<file path="config.mk">
export PLATFORM = sky130hd
export DESIGN_NAME = uart_rx_ctrl_flat
export DESIGN_NICKNAME = d
export VERILOG_FILES = /design/src/rtl/uart_pkg.sv /design/src/rtl/uart_rx_ctrl_if.sv /design/src/rtl/uart_rx_fifo.sv /design/src/rtl/uart_rx_ctrl.sv /design/src/flat_wrapper.sv
export SDC_FILE = /design/constraint.sdc
export NUM_CORES = 1
export LEC_CHECK = 0
export CAP_MARGIN = 15
export CORE_ASPECT_RATIO = 0.9
export CORE_MARGIN = 3
export CORE_UTILIZATION = 59
export DETAILED_ROUTE_END_ITERATION = 10
export PLACE_DENSITY = 0.8
export SLEW_MARGIN = 20
export SYNTH_ARGS = -nofsm -noshare
export SYNTH_HDL_FRONTEND = slang
export SYNTH_SLANG_ARGS = --single-unit
export TNS_END_PERCENT = 10
</file>
<file path="constraint.sdc">
create_clock -name clk -period 4.2 [get_ports clk]
set_clock_uncertainty 0.05 [all_clocks]
set_input_delay 1.05 -clock clk [delete_from_list [all_inputs] [get_ports clk]]
set_output_delay 1.05 -clock clk [all_outputs]
set_load 0.005 [all_outputs]
</file>
<file path="src/rtl/uart_pkg.sv">
// Shared types and constants for the UART receive path.
package uart_pkg;

   localparam int UART_OVS       = 16;
   localparam int UART_MID       = 7;
   localparam int UART_DATA_BITS = 8;

   typedef enum logic [2:0] {
      IDLE,
      START,
      DATA,
      STOP,
      WAIT_HIGH
   } rx_state_t;

   // A divisor of zero would never produce a tick, so it behaves like one.
   function automatic logic [15:0] eff_div(input logic [15:0] div);
      return (div == 16'd0) ? 16'd1 : div;
   endfunction

endpackage

</file>
<file path="src/rtl/uart_rx_ctrl_if.sv">
// Host-side read and error interface of the UART receiver.
interface uart_rx_ctrl_if
   import uart_pkg::*;
#(
   parameter int DATA_BITS = UART_DATA_BITS
);

   logic [DATA_BITS-1:0] rd_data;
   logic                 rd_valid;
   logic                 rd_ready;
   logic                 framing_err;
   logic                 overrun_err;
   logic                 err_clr;

   modport master (
      output rd_data,
      output rd_valid,
      output framing_err,
      output overrun_err,
      input  rd_ready,
      input  err_clr
   );

   modport slave (
      input  rd_data,
      input  rd_valid,
      input  framing_err,
      input  overrun_err,
      output rd_ready,
      output err_clr
   );

endinterface

</file>
<file path="src/rtl/uart_rx_fifo.sv">
// Small synchronous FIFO buffering received bytes; head entry is always visible.
module uart_rx_fifo #(
   parameter int DEPTH = 4,
   parameter int WIDTH = 8
) (
   input  logic             clk,
   input  logic             reset,
   input  logic             push,
   input  logic [WIDTH-1:0] push_data,
   input  logic             pop,
   output logic             full,
   output logic             empty,
   output logic [WIDTH-1:0] head
);

   localparam int AW = $clog2(DEPTH);

   logic [WIDTH-1:0] mem [DEPTH];
   logic [AW:0]      wr_ptr;
   logic [AW:0]      rd_ptr;
   logic             push_ok;
   logic             pop_ok;

   // Extra pointer bit tells full from empty when the indices coincide.
   assign empty   = (wr_ptr == rd_ptr);
   assign full    = (wr_ptr[AW] != rd_ptr[AW]) && (wr_ptr[AW-1:0] == rd_ptr[AW-1:0]);
   assign pop_ok  = pop && !empty;
   assign push_ok = push && (!full || pop_ok);
   assign head    = mem[rd_ptr[AW-1:0]];

   always_ff @(posedge clk or posedge reset) begin
      if (reset) begin
         wr_ptr <= '0;
         rd_ptr <= '0;
         for (int i = 0; i < DEPTH; i++) begin
            mem[i] <= '0;
         end
      end else begin
         if (push_ok) begin
            mem[wr_ptr[AW-1:0]] <= push_data;
            wr_ptr              <= wr_ptr + 1'b1;
         end
         if (pop_ok) begin
            rd_ptr <= rd_ptr + 1'b1;
         end
      end
   end

endmodule

</file>
<file path="src/rtl/uart_rx_ctrl.sv">
// UART receive controller: rx synchroniser, oversample tick generator,
// frame sequencing FSM, error flags and the receive FIFO.
module uart_rx_ctrl
   import uart_pkg::*;
#(
   parameter int DATA_BITS  = UART_DATA_BITS,
   parameter int OVS        = UART_OVS,
   parameter int FIFO_DEPTH = 4
) (
   input  logic        clk,
   input  logic        reset,
   input  logic        enable,
   input  logic [15:0] baud_div,
   input  logic        rx,
   output logic        dp_sample,
   output logic        busy,
   uart_rx_ctrl_if.master host
);

   localparam int BW = $clog2(DATA_BITS);

   logic                 rx_meta;
   logic                 rx_s;
   logic [15:0]          div_cnt;
   logic [15:0]          div_cur;
   logic                 tick;
   rx_state_t            state;
   logic [3:0]           os_cnt;
   logic [BW-1:0]        bit_cnt;
   logic [DATA_BITS-1:0] shift_reg;
   logic                 os_last;
   logic                 stop_sample;
   logic                 push_req;
   logic                 push;
   logic                 pop;
   logic                 fifo_full;
   logic                 fifo_empty;
   logic                 framing_set;
   logic                 overrun_set;
   logic                 framing_err;
   logic                 overrun_err;

   always_ff @(posedge clk or posedge reset) begin
      if (reset) begin
         rx_meta <= 1'b1;
         rx_s    <= 1'b1;
      end else begin
         rx_meta <= rx;
         rx_s    <= rx_meta;
      end
   end

   // The divisor in use is only reloaded at a wrap so a change never
   // truncates or stretches the tick period already in progress.
   always_ff @(posedge clk or posedge reset) begin
      if (reset) begin
         div_cnt <= '0;
         div_cur <= 16'd1;
      end else if (!enable || tick) begin
         div_cnt <= '0;
         div_cur <= eff_div(baud_div);
      end else begin
         div_cnt <= div_cnt + 16'd1;
      end
   end

   assign tick        = enable && (div_cnt == div_cur - 16'd1);
   assign os_last     = (os_cnt == 4'(OVS - 1));
   assign stop_sample = tick && (state == STOP) && os_last;
   assign push_req    = stop_sample && rx_s;
   assign framing_set = stop_sample && !rx_s;
   assign pop         = !fifo_empty && host.rd_ready;
   assign push        = push_req && (!fifo_full || pop);
   assign overrun_set = push_req && fifo_full && !pop;

   always_ff @(posedge clk or posedge reset) begin
      if (reset) begin
         state     <= IDLE;
         os_cnt    <= '0;
         bit_cnt   <= '0;
         shift_reg <= '0;
         dp_sample <= 1'b0;
      end else begin
         dp_sample <= 1'b0;
         if (!enable) begin
            state   <= IDLE;
            os_cnt  <= '0;
            bit_cnt <= '0;
         end else if (tick) begin
            case (state)
               IDLE: begin
                  if (!rx_s) begin
                     state  <= START;
                     os_cnt <= '0;
                  end
               end
               START: begin
                  // A start bit that is high again at its mid-point was a glitch.
                  if (os_cnt == 4'(UART_MID)) begin
                     os_cnt  <= '0;
                     bit_cnt <= '0;
                     state   <= rx_s ? IDLE : DATA;
                  end else begin
                     os_cnt <= os_cnt + 4'd1;
                  end
               end
               DATA: begin
                  if (os_last) begin
                     shift_reg <= {rx_s, shift_reg[DATA_BITS-1:1]};
                     dp_sample <= 1'b1;
                     bit_cnt   <= bit_cnt + 1'b1;
                     os_cnt    <= '0;
                     if (bit_cnt == BW'(DATA_BITS - 1)) begin
                        state <= STOP;
                     end
                  end else begin
                     os_cnt <= os_cnt + 4'd1;
                  end
               end
               STOP: begin
                  if (os_last) begin
                     os_cnt <= '0;
                     state  <= rx_s ? IDLE : WAIT_HIGH;
                  end else begin
                     os_cnt <= os_cnt + 4'd1;
                  end
               end
               WAIT_HIGH: begin
                  // Hold off until the line returns high so a break is not a new start.
                  if (rx_s) begin
                     state <= IDLE;
                  end
               end
               default: begin
                  state <= IDLE;
               end
            endcase
         end
      end
   end

   always_ff @(posedge clk or posedge reset) begin
      if (reset) begin
         framing_err <= 1'b0;
         overrun_err <= 1'b0;
      end else begin
         if (framing_set) begin
            framing_err <= 1'b1;
         end else if (host.err_clr) begin
            framing_err <= 1'b0;
         end
         if (overrun_set) begin
            overrun_err <= 1'b1;
         end else if (host.err_clr) begin
            overrun_err <= 1'b0;
         end
      end
   end

   uart_rx_fifo #(
      .DEPTH (FIFO_DEPTH),
      .WIDTH (DATA_BITS)
   ) u_fifo (
      .clk       (clk),
      .reset     (reset),
      .push      (push),
      .push_data (shift_reg),
      .pop       (pop),
      .full      (fifo_full),
      .empty     (fifo_empty),
      .head      (host.rd_data)
   );

   assign host.rd_valid    = !fifo_empty;
   assign host.framing_err = framing_err;
   assign host.overrun_err = overrun_err;
   assign busy             = (state != IDLE);

endmodule

</file>
<file path="src/flat_wrapper.sv">
// flat-port wrapper written by rule: the top's interface ports become plain ports
module uart_rx_ctrl_flat import uart_pkg::*;
#(
   parameter int DATA_BITS  = UART_DATA_BITS,
   parameter int OVS        = UART_OVS,
   parameter int FIFO_DEPTH = 4
)
  (clk, reset, enable, baud_div, rx, dp_sample, busy, host_rd_data, host_rd_valid, host_framing_err, host_overrun_err, host_rd_ready, host_err_clr);
  uart_rx_ctrl_if #(.DATA_BITS(DATA_BITS)) host_i ();
  input  logic clk;
  input  logic reset;
  input  logic enable;
  input  logic [15:0] baud_div;
  input  logic rx;
  output logic dp_sample;
  output logic busy;
  output wire logic [$bits(host_i.rd_data)-1:0] host_rd_data;
  output wire logic [$bits(host_i.rd_valid)-1:0] host_rd_valid;
  output wire logic [$bits(host_i.framing_err)-1:0] host_framing_err;
  output wire logic [$bits(host_i.overrun_err)-1:0] host_overrun_err;
  input wire logic [$bits(host_i.rd_ready)-1:0] host_rd_ready;
  input wire logic [$bits(host_i.err_clr)-1:0] host_err_clr;
  assign host_rd_data = host_i.rd_data;
  assign host_rd_valid = host_i.rd_valid;
  assign host_framing_err = host_i.framing_err;
  assign host_overrun_err = host_i.overrun_err;
  assign host_i.rd_ready = host_rd_ready;
  assign host_i.err_clr = host_err_clr;
  uart_rx_ctrl #(.DATA_BITS(DATA_BITS), .OVS(OVS), .FIFO_DEPTH(FIFO_DEPTH)) u_core (.clk(clk), .reset(reset), .enable(enable), .baud_div(baud_div), .rx(rx), .dp_sample(dp_sample), .busy(busy), .host(host_i));
endmodule
</file>
==> results.md <==
- Vias in the first global route: 3455
- Via count: 3308
- Placeable core region: 0.00777 sq mm
- RSZ-0062 raised after global routing: false
- Clk buf depth: 2
- Synthesized cell area: 0.00487 sq mm
- Worst Tran Pin Value: 731 ps
- CTS sink cnt: 93
- CTS tree: done
- Antenna cells: 0
- Horiz. Die Dim: 102 um
- Status: finished, final reports clean
- R2R Path End: u_core.u_fifo.mem[7]
- Register area share after synthesis: 47.9%
- Largest reg by FF count: u_core.u_fifo.mem
- Post-synth EDFFs: 0
- CP startpoint: u_core.div_cur[0]
- Fmax: 288 MHz
- Initial antenna violation count: 0
- Setup Buffers After CTS: 0
- Max FFs per register: 32
- H-tree depth: 3
- Cells after Synth: 415
- Tightest Hold Check Type: reg2reg
- Buf+Inv Stages, Crit Path: 1
- Final HPWL DP: 7.29 mm
- Die Ht: 92.2 um
- Hold_sp: u_core.rx_meta
- Worst r2r src: u_core.div_cur[0]
- Power, Total: 0.00175 W
- Area Overhead vs Synth: 12.8%
- Crit path required time: 4390 ps
- Worst reg2reg path depth: 9
- I/O pins: 35
- Delay-heaviest family, CP: simple AND/OR/NAND/NOR gates
- Worst Path Arrival: 3660 ps
- Synth top area share: 46.3%
- Final Wtd Congestion: 0.993
- Power Dens Cells: 318 mW/mm^2
- MaxCap Viol Count: 0
- FF+latch area: 0.00233 sq mm
- WL/cell: 18.5 um
- Routed wire length: 10.1 mm
- Antenna viol nets, final: 0
- Cts hold-fix bufs: 0
- Distinct cells, synth: 55
- Instance count on the critical path: 9
- Post-DR vias/cell: 6.06
- Cell leakage power: 2.46 nW
- DR DRC count: 0
- Final Hold Vio Count: 0
- Top FF cell, synth: dfrtp_1
- Worst-path clk slew: 90 ps
- Global Route Usage Sum: 23.5%
- Crit-path slowest cell: dfstp_2
- Post-CTS Resized: 0
- Biggest regs: u_core.u_fifo.mem: 32 flops, u_core.div_cnt: 16 flops, u_core.div_cur: 16 flops
- Crit-path max cell delay: 580 ps
- Initial DRC count: 177
- Reg2Reg Setup Slack: 730 ps
- Count leader, synth: dfrtp_1
- Final nets: 477
- GRT overflow: 0
- CTS Buf Count: 9
- Top post-synthesis cells by area: dfrtp_1 46%, mux2_1 9.3%, xnor2_1 4.3%
- Clk Latency, worst-skew pair: 350 ps
- Worst rel slew slack: 51.2%
- Ordered cell list for the critical path: inv_1 > ha_1 > nand2b_1 > nor4_4 > or3b_2 > a211o_1 > nor4b_4 > and3_1 > mux2_1
- Share of layout cells above drive strength 1: 12.9%
- Slew Limit Fails: 0
- Period utilisation layout: 82.7%
- CP Max Fanout: 9
- Crit. End Element: flop
- YS warnings: 0
- Syn Nets: 447
- Minimum clock period: 3470 ps
- Initial core utilization: 62.7%
- Total iterations of the first detailed-routing run: 4
- CTS Root Cell: clkbuf_8
- Setup crit start kind: flop
- CP endpoint: u_core.u_fifo.mem[7]
- Setup TNS: 0 ps
- Synth area leader: dfrtp_1
- Seq cells post-synth: 93
- First-pass GRT wire length: 17.1 mm
- Fillers: 540
- Synth cell count leaders: 90 x dfrtp_1, 40 x mux2_1, 33 x nor2_1
- # setup viols final: 0
- I/O Buffers: 34
- Peak supply drop: 0.000189 V
- Site Rows: 30
- DIE AREA: 0.00938 sq mm
- Synth Area per Inst: 11.7 sq um
- Pin count of the biggest net entering global routing: 52
- Worst setup path class: reg2reg
- Post-synth ARST share: 100%
- Multi-input combinational cell area: 0.00240 sq mm
[area by class of cell]
cell class                 count  area share [%]
inverter                       9           0.638
timing repair buffer          38            6.97
multi-input combinational    294            43.8
clock buffer                  12            2.64
tap                           96            2.19
clock inverter                 4            1.34
sequential                    93            42.5
[worst min-delay path by stage]
stage	depth (start not counted)	end	slack (ps)
finish	0	u_core.rx_s	320
global route	0	u_core.rx_s	320
CTS	0	u_core.rx_s	320
detailed placement	0	u_core.rx_s	300
global placement	0	u_core.rx_s	300
floorplan	0	u_core.rx_s	300
[cell families after synthesis]
| kind of cell | share of synthesized area, % |
|---|---|
| XOR/XNOR | 7.38 |
| flip-flops | 47.9 |
| AO/OA/AOI/OAI | 6.07 |
| AND/OR/NAND/NOR | 15.0 |
| buffers and inverters | 2.78 |
| multiplexers | 18.3 |
| adder cells (fa/ha/maj) | 2.57 |
[layer usage]
metal / vias to the layer above / GRT usage (%) / part of all wire [%]
met1: 1670 / 33.6 / 46
met5: - / 0 / 0
met3: 14 / 4.49 / 4.6
met4: 0 / 8.19 / 1.8
met2: 77 / 36.0 / 48
li1: 1547 / - / -
[placed cells by master, fill, tap and decap left out, types with 8 or more instances in the layout]
cell             netlist  layout
nor2_1                33      33
dfrtp_1               90      90
mux2_1                40      40
inv_1                  9       8
clkdlybuf4s50_1        0      34
nand3_1               15      15
xnor2_1               24      24
nand2_1               23      23
mux2_2                17      17
ha_1                  10      10
clkbuf_8               0      10
and3_1                12      12
xor2_1                17      17
mux4_2                 8       8
[stage by stage]
step / instances / hold slack (ps) / util [%] / instance area (sq um) / worst slack (ps)
4_1_cts: 546 / 319 / 70.7 / 5490 / 747
3_3_place_gp: 530 / 301 / 67.8 / 5270 / 757
2_1_floorplan: 415 / 295 / - / 4870 / 685
5_1_grt: 546 / 321 / 70.7 / 5490 / 516
6_report: 546 / 316 / 70.7 / 5490 / 726
3_5_place_dp: 530 / 304 / 67.8 / 5270 / 681
[where the power goes]
group / internal [W] / switching, W / total [W]
clock: 0.000352 / 0.000299 / 0.000651
sequential: 0.000915 / 0.0000327 / 0.000947
combinational: 0.0000715 / 0.0000753 / 0.000147
Power figures use the tool's default switching activity.
